==> config.mk <==
export PLATFORM = sky130hd
export DESIGN_NAME = bounce_counter_param
export DESIGN_NICKNAME = d
export VERILOG_FILES = /design/src/rtl/bounce_counter_param.sv
export SDC_FILE = /design/constraint.sdc
export NUM_CORES = 1
export LEC_CHECK = 0
export CAP_MARGIN = 20
export CORE_MARGIN = 4
export CORE_UTILIZATION = 40
export DETAILED_ROUTE_END_ITERATION = 8
export PLACE_DENSITY = 0.65
export SYNTH_ARGS = -nofsm -noshare
export SYNTH_HDL_FRONTEND = slang
export SYNTH_SLANG_ARGS = --single-unit
==> constraint.sdc <==
create_clock -name clk -period 4 [get_ports clk]
set_input_delay 0.4 -clock clk [delete_from_list [all_inputs] [get_ports clk]]
set_output_delay 0.4 -clock clk [all_outputs]
set_load 0.03 [all_outputs]
==> src/rtl/bounce_counter_param.sv <==
`default_nettype none
// ============================================================================
// Module      : bounce_counter_param
// Description : Parametrised up/down sequence counter with programmable
//               bounds and step. Supports up-wrap, down-wrap and bounce
//               (ping-pong) modes, with an optional dwell at each bounce
//               turnaround.
// Revision    : 1.0 - initial release
// ============================================================================
module bounce_counter_param #(
  parameter int W     = 10,
  parameter int DWELL = 0,
  parameter int DW    = 4
) (
  input  logic         clk,
  input  logic         rst,
  input  logic         en,
  input  logic [1:0]   mode,
  input  logic [W-1:0] step,
  input  logic [W-1:0] lo,
  input  logic [W-1:0] hi,
  input  logic         load,
  input  logic [W-1:0] load_val,
  output logic [W-1:0] out,
  output logic         dir,
  output logic         turn,
  output logic         cfg_err
);

  typedef enum logic [0:0] {
    ST_RUN   = 1'b0,
    ST_DWELL = 1'b1
  } state_t;

  localparam logic [1:0]    MODE_UP     = 2'b00;
  localparam logic [1:0]    MODE_DOWN   = 2'b01;
  localparam logic [1:0]    MODE_BOUNCE = 2'b10;
  localparam logic [1:0]    MODE_HOLD   = 2'b11;
  localparam bit            HAS_DWELL   = (DWELL > 0);
  localparam logic [DW-1:0] DWELL_LAST  = DW'((DWELL > 0) ? DWELL - 1 : 0);

  state_t        state, state_nxt;
  logic [DW-1:0] cnt, cnt_nxt;
  logic [W-1:0]  out_nxt;
  logic          dir_nxt;
  logic          turn_nxt;

  logic [W-1:0]  step_eff;
  logic [W-1:0]  load_clamped;
  logic [W:0]    up_sum;
  logic [W:0]    lo_plus_s;
  logic          up_over;
  logic          up_reach;
  logic          dn_under;
  logic          dn_reach;
  logic          below_lo;
  logic          above_hi;

  assign cfg_err = (lo > hi);

  // A zero step would stall the counter, so it behaves as a step of one.
  assign step_eff = (step == '0) ? W'(1) : step;

  // Bound arithmetic is one bit wider so out+step never wraps silently.
  assign up_sum    = {1'b0, out} + {1'b0, step_eff};
  assign lo_plus_s = {1'b0, lo}  + {1'b0, step_eff};

  // Wrap modes hit the bound only when the step would overshoot it.
  assign up_over  = (up_sum > {1'b0, hi});
  assign dn_under = ({1'b0, out} < lo_plus_s);

  // Bounce treats landing exactly on a bound as the turnaround, so the
  // bound value is shown once rather than twice in the ping-pong sequence.
  assign up_reach = (up_sum >= {1'b0, hi});
  assign dn_reach = ({1'b0, out} <= lo_plus_s);

  assign below_lo = (out < lo);
  assign above_hi = (out > hi);

  assign load_clamped = (load_val < lo) ? lo :
                        (load_val > hi) ? hi : load_val;

  // Next-state / next-output decode: cfg_err > load > !en > mode.
  always_comb begin
    out_nxt   = out;
    dir_nxt   = dir;
    turn_nxt  = 1'b0;
    state_nxt = state;
    cnt_nxt   = cnt;
    if (!cfg_err) begin
      if (load) begin
        out_nxt   = load_clamped;
        dir_nxt   = (mode != MODE_DOWN);
        state_nxt = ST_RUN;
        cnt_nxt   = '0;
      end else if (en && (mode != MODE_HOLD)) begin
        if (below_lo || above_hi) begin
          // Bounds moved under the counter: pull it back in, take no step.
          out_nxt   = below_lo ? lo : hi;
          turn_nxt  = 1'b1;
          state_nxt = ST_RUN;
          cnt_nxt   = '0;
          if (mode == MODE_UP) begin
            dir_nxt = 1'b1;
          end else if (mode == MODE_DOWN) begin
            dir_nxt = 1'b0;
          end
        end else begin
          case (mode)
            MODE_UP: begin
              dir_nxt   = 1'b1;
              state_nxt = ST_RUN;
              cnt_nxt   = '0;
              if (up_over) begin
                out_nxt  = lo;
                turn_nxt = 1'b1;
              end else begin
                out_nxt = up_sum[W-1:0];
              end
            end
            MODE_DOWN: begin
              dir_nxt   = 1'b0;
              state_nxt = ST_RUN;
              cnt_nxt   = '0;
              if (dn_under) begin
                out_nxt  = hi;
                turn_nxt = 1'b1;
              end else begin
                out_nxt = out - step_eff;
              end
            end
            MODE_BOUNCE: begin
              if (state == ST_DWELL) begin
                if (cnt == DWELL_LAST) begin
                  dir_nxt   = ~dir;
                  state_nxt = ST_RUN;
                  cnt_nxt   = '0;
                end else begin
                  cnt_nxt = cnt + DW'(1);
                end
              end else if (dir) begin
                if (up_reach) begin
                  out_nxt  = hi;
                  turn_nxt = 1'b1;
                  if (HAS_DWELL) begin
                    state_nxt = ST_DWELL;
                    cnt_nxt   = '0;
                  end else begin
                    dir_nxt = 1'b0;
                  end
                end else begin
                  out_nxt = up_sum[W-1:0];
                end
              end else begin
                if (dn_reach) begin
                  out_nxt  = lo;
                  turn_nxt = 1'b1;
                  if (HAS_DWELL) begin
                    state_nxt = ST_DWELL;
                    cnt_nxt   = '0;
                  end else begin
                    dir_nxt = 1'b1;
                  end
                end else begin
                  out_nxt = out - step_eff;
                end
              end
            end
            default: begin
              out_nxt = out;
            end
          endcase
        end
      end
    end
  end

  // State, count and output registers with asynchronous active-low reset.
  always_ff @(posedge clk or negedge rst) begin
    if (!rst) begin
      out   <= '0;
      dir   <= 1'b1;
      turn  <= 1'b0;
      state <= ST_RUN;
      cnt   <= '0;
    end else begin
      out   <= out_nxt;
      dir   <= dir_nxt;
      turn  <= turn_nxt;
      state <= state_nxt;
      cnt   <= cnt_nxt;
    end
  end

endmodule
`default_nettype wire
* After elaboration in Yosys (flattened, before gate mapping)
Index checks and enable logic that the tools add are counted.
** Operators by class
- $add $sub $neg :: 4
- Reduce and logical (&&, ||, !) cells :: 14
- Bitwise operators :: 2
- Mux-type cells :: 47
- Magnitude comparators :: 9
- Equal/unequal tests :: 8
** Operator list (count)
- two-way mux 10 bit :: 13
- > comparator 10 bit :: 3
- case mux 10 bit (3 select lines) :: 1
- two-way mux 1 bit :: 24
- adder 10 x 10 -> 11 bit :: 2
- < comparator 10 bit :: 2
- two-way mux 4 bit :: 5
- >= comparator 11 x 10 -> 1 bit :: 1
- > comparator 11 x 10 -> 1 bit :: 1
- less-or-equal comparator 10 x 11 -> 1 bit :: 1
- < comparator 10 x 11 -> 1 bit :: 1
- zero test 10 bit :: 1
- subtractor 10 bit :: 1
- inequality test 4 bit (second input constant) :: 2
- case mux 4 bit (2 select lines) :: 1
- AND reduction 4 bit :: 2
- nonzero test 4 bit :: 2
- case mux 1 bit (3 select lines) :: 2
- inequality test 5 bit (second input constant) :: 1
- AND reduction 5 bit :: 1
- nonzero test 5 bit :: 1
- adder 4 x 1 -> 4 bit (second input constant) :: 1
- zero test 4 bit :: 1
- inequality test 4 x 2 -> 1 bit (second input constant) :: 1
- other kinds (12) :: 13
** Storage, ports and cells
- Logic and storage cells :: 89
- Register bits after elaboration :: 17
- Bits of input ports :: 46
- Output and inout bits :: 13

* Longest topological paths before layout
Gate-level depths: netlist of run 1.
- Depth in word-level cells :: 12
- Gate-level depth with buffers :: 23
- Gate-level depth less buffers :: 21

* Worst setup path after synthesis of run 1
Ideal clock, no wire load.
- Path type :: in2reg
- From :: input port step[6]
- To :: register out[9]
- Setup slack :: -0.396 ns
- Data required time :: 3.890 ns
- Arrival :: 4.286 ns
- Stages on the path :: 22
- Path through :: nor4_1 > a41o_1 > ha_1 > inv_1 > fa_1 > nor2b_1 > o31a_1 > o21ai_0 > nand2b_1 > a21o_1 > a21oi_1 > xor2_1 > ha_1 > and3_1 > nand4_1 > a21oi_1 > o211a_1 > buf_2 > nand2_1 > a2111oi_0 > a21oi_1 > o41ai_1
** Between the ends
- Cells in the longest elaborated chain, start to end :: 11
** Ends and longest elaborated chain
- from (decl) :: line 19 : input logic [W-1:0] step,
- zero test 10 bit :: line 62 : assign step_eff = (step == '0) ? W'(1) : step;
- two-way mux 10 bit * :: line 62
- adder 10 x 10 -> 11 bit, on equally long branches :: line 66, 65
- less-or-equal comparator 10 x 11 -> 1 bit or >= comparator 11 x 10 -> 1 bit (tied branches) :: line 75, 74
- two-way mux 10 bit, on equally long branches :: line 155, 142
- two-way mux 10 bit :: line 141 : end else if (dir) begin
- two-way mux 10 bit :: line 133 : if (state == ST_DWELL) begin
- case mux 10 bit (3 select lines) * :: line 109 : case (mode)
- two-way mux 10 bit * :: line 97 : if (below_lo || above_hi) begin
- two-way mux 10 bit * :: line 96 : end else if (en && (mode != MODE_HOLD)) begin
- two-way mux 10 bit * :: line 91 : if (load) begin
- to (signal assigned) :: line 187 : out <= out_nxt;
- to (decl) :: line 24 : output logic [W-1:0] out,
Every way passes the cells marked *; elsewhere a longest branch is shown, timed or not. The select of a mux whose other input is x is not followed.
A chain may end at the register's enable or synchronous reset.

* Worst setup path in the final report of run 1
- From :: input port lo[0]
- To :: register out[0]
** Between the ends
- Cells in the longest elaborated chain, start to end :: 9
** Ends and longest elaborated chain
- from (decl) :: line 20 : input logic [W-1:0] lo,
- adder 10 x 10 -> 11 bit :: line 66 : assign lo_plus_s = {1'b0, lo} + {1'b0, step_eff};
- less-or-equal comparator 10 x 11 -> 1 bit :: line 75 : assign dn_reach = ({1'b0, out} <= lo_plus_s);
- two-way mux 10 bit :: line 155 : if (dn_reach) begin
- two-way mux 10 bit :: line 141
- two-way mux 10 bit :: line 133
- case mux 10 bit (3 select lines) :: line 109
- two-way mux 10 bit :: line 97
- two-way mux 10 bit :: line 96
- two-way mux 10 bit :: line 91
Parallel ways exist; a longest one is shown, timed or not. The select of a mux whose other input is x is not followed.

==> reports/results.txt, run 1 <==
Status: finished with violations
Failing checks: setup timing
Die X: 121 µm
Clock Latency Late Sink: 260 ps
Max_slew headroom: 32.1%
RSZ-0062 raised after global routing: yes
Final Non-Filler Cells: 1023
Routed Wire Length: 21800 µm
Post-Place Cells: 1006
# rows: 41
Vias per inst: 6.12
Final period utilization: 111%
#FFs+latches synth: 17
Initial antenna violation count: 0
Share of layout cells above drive strength 1: 28.3%
Max_cap viols: 0
Hold Path Stages: 1
N_diodes: 0
Largest delay contributor family on the critical path: compound AO/OA/AOI/OAI gates
# fillers: 1169
Worst-path maximum fanout: 3
Die area: 14700 µm²
Syn_area_per_cell: 7.63 µm²
Worst path max stage delay: 530 ps
Number of buffers added on ports: 58
Synth-to-Final Area Change: 44.7%
Crit. End Element: flip-flop
H-tree lvl count: 1
CP startpoint: lo[0]
Worst EP required: 4150 ps
Levels on crit path: 21
First-pass GRT wire length: 33600 µm
Clk pin slew, worst setup/hold paths: 60 ps
Drt drc: 0
Multi-input logic area: 4640 µm²
CTS tree: yes
Vias in the first global route: 6174
Largest net degree at the start of global routing: 18
Placed cell areas: 6920 µm²
Main flop type after synthesis: dfrtp_1
Post-Syn Nets: 822
Routed vias: 6257
Syn Inst Count: 670
Drt pass-1 iters: 5
CP Cell Sequence: clkdlybuf4s50_1 -> ha_2 -> inv_2 -> fa_2 -> nor2b_2 -> o31a_1 -> o21ai_1 -> nand2b_1 -> a21o_1 -> a21oi_2 -> xor2_1 -> ha_1 -> a21o_1 -> a21oi_2 -> o21ai_2 -> o211ai_1 -> buf_4 -> buf_4 -> o311ai_1 -> a311o_1 -> a32o_1
Final Cell Area: 7390 µm²
R2r startpoint: out[3]
Placeable core area: 12600 µm²
Final setup vio count: 12
Routed length per instance: 21.4 µm
Final #Nets: 1004
DP Wirelength: 18100 µm
Final setup margin: -421 ps
Worst vdd ir: 373 µV
Peak Freq: 226 MHz
Worst Path Arrival: 4570 ps
Die Ht: 121 µm
Post-synth EDFFs: 0
Clk sinks: 17
Ports: 59
Hold-fix buffers, CTS: 0
Power Density: 720 nW/µm²
Worst Path Buf+Inv: 4
First DRT Iteration DRCs: 536
Tot GR Track Use: 29.3%
Clock buffer depth: 2
FF+latch area: 430 µm²
Initial Util: 40.7%
Post-Syn Area: 5110 µm²
R2R depth: 17
Critical path type: in -> reg
Ys Warns: 0
Num CTS Buffers: 3
Synth cell types: 69
Async SR Flop Fraction: 100%
Hold path startpoint: cnt[2]
Sequential-to-total area share from yosys stat: 8.35%
Fin. Hold Viols: 0
Worst clock skew: 2.72 ps
Fin crit period: 4420 ps
Min-Delay Path Class: reg -> reg
Post-route ant nets: 0
Clk root buf: clkbuf_16
Worst Setup Start Kind: input pin
P_leak: 3.40 nW
Total gr overflow: 0
Routability cong.: 1.00
Slew Viols, Final: 0
Crit path max-delay cell type: clkdlybuf4s50_1
Worst-Margin Slew: 1010 ps
-- power breakdown --
group          switching [mW]  internal, mW
Sequential              0.101         0.236
Clock                  0.0888         0.135
Combinational            2.60          2.16
-- worst reg2reg max path, cell delays in order, from the launching register on --
cell       delay (ps)
dfrtp_2           440
ha_1              360
or4_4             570
a21oi_2           170
o2111ai_1         120
o211ai_1          120
inv_1             100
ha_1              300
nand3_1           100
or2_2             160
a21oi_2            50
buf_4             160
or3_4             410
buf_4             180
o31ai_1           200
a21oi_1            70
o31ai_1           260
a31oi_1           170
-- cells in the mapped netlist, types with 7 or more instances --
cell type / count / share of area [%]
mux2i_1: 20 / 3.9
dfrtp_1: 16 / 7.8
nor2_1: 32 / 2.4
ha_1: 103 / 25
buf_2: 11 / 1.1
nor2b_1: 9 / 1.1
o31ai_1: 10 / 1.5
nand3_1: 28 / 2.7
nand2_1: 26 / 1.9
clkbuf_1: 22 / 1.6
nand2b_1: 7 / 0.86
a211oi_1: 14 / 2.1
o211ai_1: 18 / 2.6
a21oi_1: 55 / 5.4
o21ai_0: 37 / 3.6
nor3_1: 22 / 2.2
a31oi_1: 16 / 2.0
xnor2_1: 13 / 2.2
inv_1: 56 / 4.1
a21o_1: 17 / 2.5
nand4_1: 8 / 0.98
-- final cells by class --
cell class | instances | share of cell area (%)
multi-input cells | 561 | 62.8
repair buffers | 212 | 24.5
flip-flops and latches | 17 | 5.82
well taps | 172 | 2.91
inverters | 57 | 2.89
clock buffers | 3 | 1.02
clock inverters | 1 | 0.0677
-- cells by family (layout without fill, tap and decap cells) --
kind of cell	after synthesis	in the layout	share of synthesized area, %
xor gates and xnor gates	19	19	3.26
AOI/OAI and AO/OA	241	241	32.5
muxes	26	26	5.24
and+or+nand+nor	169	169	17.1
DFF	17	17	8.35
adders and majority gates	106	106	26.4
buffers and inverters	92	273	7.17
-- metrics by stage --
step,worst slack (ps),setup TNS (ps),utilization (%),power [mW],hold slack (ps)
final,-421,-4150,58.8,5.32,574
after global routing,-635,-6620,58.8,5.66,580
after CTS,-440,-4080,57.2,5.05,575
after detailed placement,-1180,-13180,55.1,4.61,561
after global placement,-1030,-11590,55.1,4.58,525
after floorplan,-115,-359,-,2.72,104
-- placed cells by master (no fill, tap or decap), types with 7 or more instances in the layout --
cell / instances
o31ai_1: 8
nand3_1: 26
mux2i_1: 19
nor2b_1: 8
xnor2_1: 12
nand2b_1: 7
nor3_1: 19
a21o_1: 17
inv_1: 54
nor2_1: 29
a21oi_2: 13
buf_4: 144
clkdlybuf4s50_1: 47
a211oi_1: 10
o211ai_1: 18
dfrtp_1: 13
ha_1: 102
a21oi_1: 44
o21ai_0: 28
a31oi_1: 15
o21ai_1: 8
nand4_1: 8
nand2_1: 25
-- sequential cells by signal (all words and copies together), names as in the netlist --
signal,count
out,10
dir,1
state,1
turn,1
cnt,4
-- routing by layer --
metal	part of all wire [%]	vias up	wire, µm	track usage [%]
li1	-	2938	-	-
met1	42	2922	9270	39.2
met2	44	327	9660	46.9
met3	7.7	70	1690	4.38
met4	5.6	0	1220	12.7
met5	0	-	0	0
-- final timing paths --
check,endpoint,slack [ps]
min in group asynchronous,turn,700
max in group asynchronous,out[2],2620
max reg2reg,out[4],-80
min,cnt[2],570
min reg2reg,cnt[2],570
max,out[0],-420
-- repair_timing --
action                                  4_1_cts  5_1_grt
cloned                                        1        0
endpoints found under the setup margin       12       12
gates resized for setup                      62       30
buffers inserted                              9        4
pin swaps                                    32       34
(Power assumes the default switching activity.)
==> run 2: changes to the inputs <==
CELL_PAD_IN_SITES_DETAIL_PLACEMENT = 0   (was unset)
CELL_PAD_IN_SITES_GLOBAL_PLACEMENT = 1   (was unset)
CORE_UTILIZATION = 39   (was 40)
PLACE_DENSITY = 0.81   (was 0.65)
==> reports/results.txt, run 2 (same netlist as run 1, synthesis figures left out) <==
Status: finished with violations (unchanged)
Failing checks: setup timing (unchanged)
Worst-path maximum fanout: 7 (was 3)
Die Ht: 122 µm (was 121 µm)
Total gr overflow: 0 (unchanged)
Vias per inst: 6.09 (was 6.12)
RSZ-0062 raised after global routing: yes (unchanged)
Worst Path Buf+Inv: 4 (unchanged)
Routed vias: 6298 (was 6257)
Num CTS Buffers: 3 (unchanged)
Slew Viols, Final: 0 (unchanged)
Fin crit period: 4370 ps (was 4420 ps)
Min-Delay Path Class: reg -> reg (unchanged)
Final setup vio count: 12 (unchanged)
Hold Path Stages: 1 (unchanged)
Largest delay contributor family on the critical path: compound AO/OA/AOI/OAI gates (unchanged)
Hold path startpoint: cnt[2] (unchanged)
Peak Freq: 229 MHz (was 226 MHz)
Commonest non-fill, non-tap cells in the layout: buf_4, ha_1, inv_1 (unchanged)
Worst Setup Start Kind: input pin (unchanged)
Die X: 122 µm (was 121 µm)
Crit path max-delay cell type: fa_2 (was clkdlybuf4s50_1)
CTS tree: yes (unchanged)
R2r startpoint: out[2] (was out[3])
Max_slew headroom: 35.5% (was 32.1%)
Number of buffers added on ports: 58 (unchanged)
Largest register FFs: 10 (unchanged)
Critical path type: in -> reg (unchanged)
Routed length per instance: 21.8 µm (was 21.4 µm)
# rows: 41 (unchanged)
N_diodes: 0 (unchanged)
CP Cell Sequence: buf_6 -> nor4_4 -> a41o_1 -> ha_2 -> inv_2 -> fa_2 -> nor2b_2 -> o31a_1 -> o21ai_2 -> nand2b_1 -> a21o_1 -> a21oi_2 -> xor2_1 -> ha_1 -> and3_4 -> nand4_1 -> a21oi_2 -> o211ai_1 -> buf_4 -> buf_8 -> o21ai_2 -> o211ai_1 -> a311o_1 -> a32o_1 (was clkdlybuf4s50_1 -> ha_2 -> inv_2 -> fa_2 -> nor2b_2 -> o31a_1 -> o21ai_1 -> nand2b_1 -> a21o_1 -> a21oi_2 -> xor2_1 -> ha_1 -> a21o_1 -> a21oi_2 -> o21ai_2 -> o211ai_1 -> buf_4 -> buf_4 -> o311ai_1 -> a311o_1 -> a32o_1)
Drt drc: 0 (unchanged)
Placeable core area: 12700 µm² (was 12600 µm²)
First DRT Iteration DRCs: 503 (was 536)
Vias in the first global route: 6099 (was 6174)
Routed Wire Length: 22600 µm (was 21800 µm)
Final setup margin: -375 ps (was -421 ps)
CP startpoint: step[6] (was lo[0])
First-pass GRT wire length: 34100 µm (was 33600 µm)
# fillers: 1166 (was 1169)
Max_cap viols: 0 (unchanged)
P_leak: 3.46 nW (was 3.40 nW)
Finished Core Util: 59.3% (was 58.8%)
Hold-fix buffers, CTS: 0 (unchanged)
Drt pass-1 iters: 5 (unchanged)
Initial Util: 40.2% (was 40.7%)
Worst path max stage delay: 330 ps (was 530 ps)
Worst-Margin Slew: 964 ps (was 1010 ps)
Commonest non-fill, non-tap cell in the layout: buf_4 (unchanged)
Final period utilization: 109% (was 111%)
Crit. End Element: flip-flop (unchanged)
Worst EP required: 4140 ps (was 4150 ps)
Register bank with the most flops: out (unchanged)
Die area: 15000 µm² (was 14700 µm²)
Power Density: 753 nW/µm² (was 720 nW/µm²)
H-tree lvl count: 1 (unchanged)
Clk root buf: clkbuf_16 (unchanged)
Tot GR Track Use: 29.6% (was 29.3%)
Clock Latency Late Sink: 260 ps (about the same)
Post-route ant nets: 0 (unchanged)
Initial antenna violation count: 0 (unchanged)
Share of layout cells above drive strength 1: 29.8% (was 28.3%)
Worst vdd ir: 420 µV (was 373 µV)
Largest net degree at the start of global routing: 20 (was 18)
Routability cong.: 0.984 (was 1.00)
Levels on crit path: 24 (was 21)
Worst clock skew: 3.07 ps (was 2.72 ps)
Clk pin slew, worst setup/hold paths: 60 ps (about the same)
Fin. Hold Viols: 0 (unchanged)
Synth-to-Final Area Change: 47.5% (was 44.7%)
Final #Nets: 1016 (was 1004)
Clock buffer depth: 2 (unchanged)
R2R depth: 14 (was 17)
DP Wirelength: 18600 µm (was 18100 µm)
Worst Path Arrival: 4520 ps (was 4570 ps)
Ports: 59 (unchanged)
Clk sinks: 17 (unchanged)
Biggest regs: out: 10 flops, cnt: 4 flops (unchanged)
Place WS: -1190 ps (was -1180 ps)
[run 2: cell types whose count changed in the layout (fill, tap and decap cells not counted), moves of 3 or more]
cell and change:
buf_6 +9, nor2_4 +3, buf_4 +6, a21oi_4 +4, a21oi_1 -5, o21ai_2 +4
[run 2: where the power goes]
part / leakage (nW) / switching (mW) / internal (mW)
registers: 0.211 / 0.104 / 0.236
clock network: 0.0409 / 0.0843 / 0.134
logic: 3.21 / 2.74 / 2.38
total: 3.46 / 2.93 / 2.75
[run 2: what timing repair did]
action | 4_1_cts | 5_1_grt
gates resized for setup | 82 | 42
pin swaps | 50 | 42
hold endpoints to repair | 0 | 0
gates cloned | 1 | 0
setup endpoints to repair | 12 | 12
buffers inserted | 15 | 9
[run 2: routing by layer]
layer  GRT usage [%]  routed length (µm)  share of wire, %
met2            47.4               10100                45
met3            5.21                1680               7.4
met5               0                   0                 0
met4            9.87                 965               4.3
met1            40.1                9810                43
[run 2: worst paths after layout]
check | to | slack (ps)
min reg2reg | cnt[2] | 540
max in group asynchronous | out[2] | 2670
max | out[0] | -370
min in group asynchronous | turn | 680
max reg2reg | out[0] | -10
min | cnt[2] | 540
[run 2: cell type report]
class                           count  area [µm²]  area share (%)
Inverter                           57         214            2.84
Sequential cell                    17         430            5.71
Timing Repair Buffer              224        1900            25.2
Clock inverter                      1        5.00          0.0664
Clock buffer                        3        75.1           0.996
Multi-Input combinational cell    561        4700            62.3
Tap cell                          172         215            2.85
[run 2: through the flow]
step	instance area, µm²	TNS, ps	cells	power [mW]	hold slack (ps)
6_report	7540	-2970	1035	5.68	544
5_1_grt	7540	-5320	1035	6.06	588
4_1_cts	7330	-3150	1027	5.28	550
3_5_place_dp	6930	-12850	1009	4.66	534
3_3_place_gp	6930	-10610	1009	4.64	525
2_1_floorplan	5200	-359	670	2.72	104
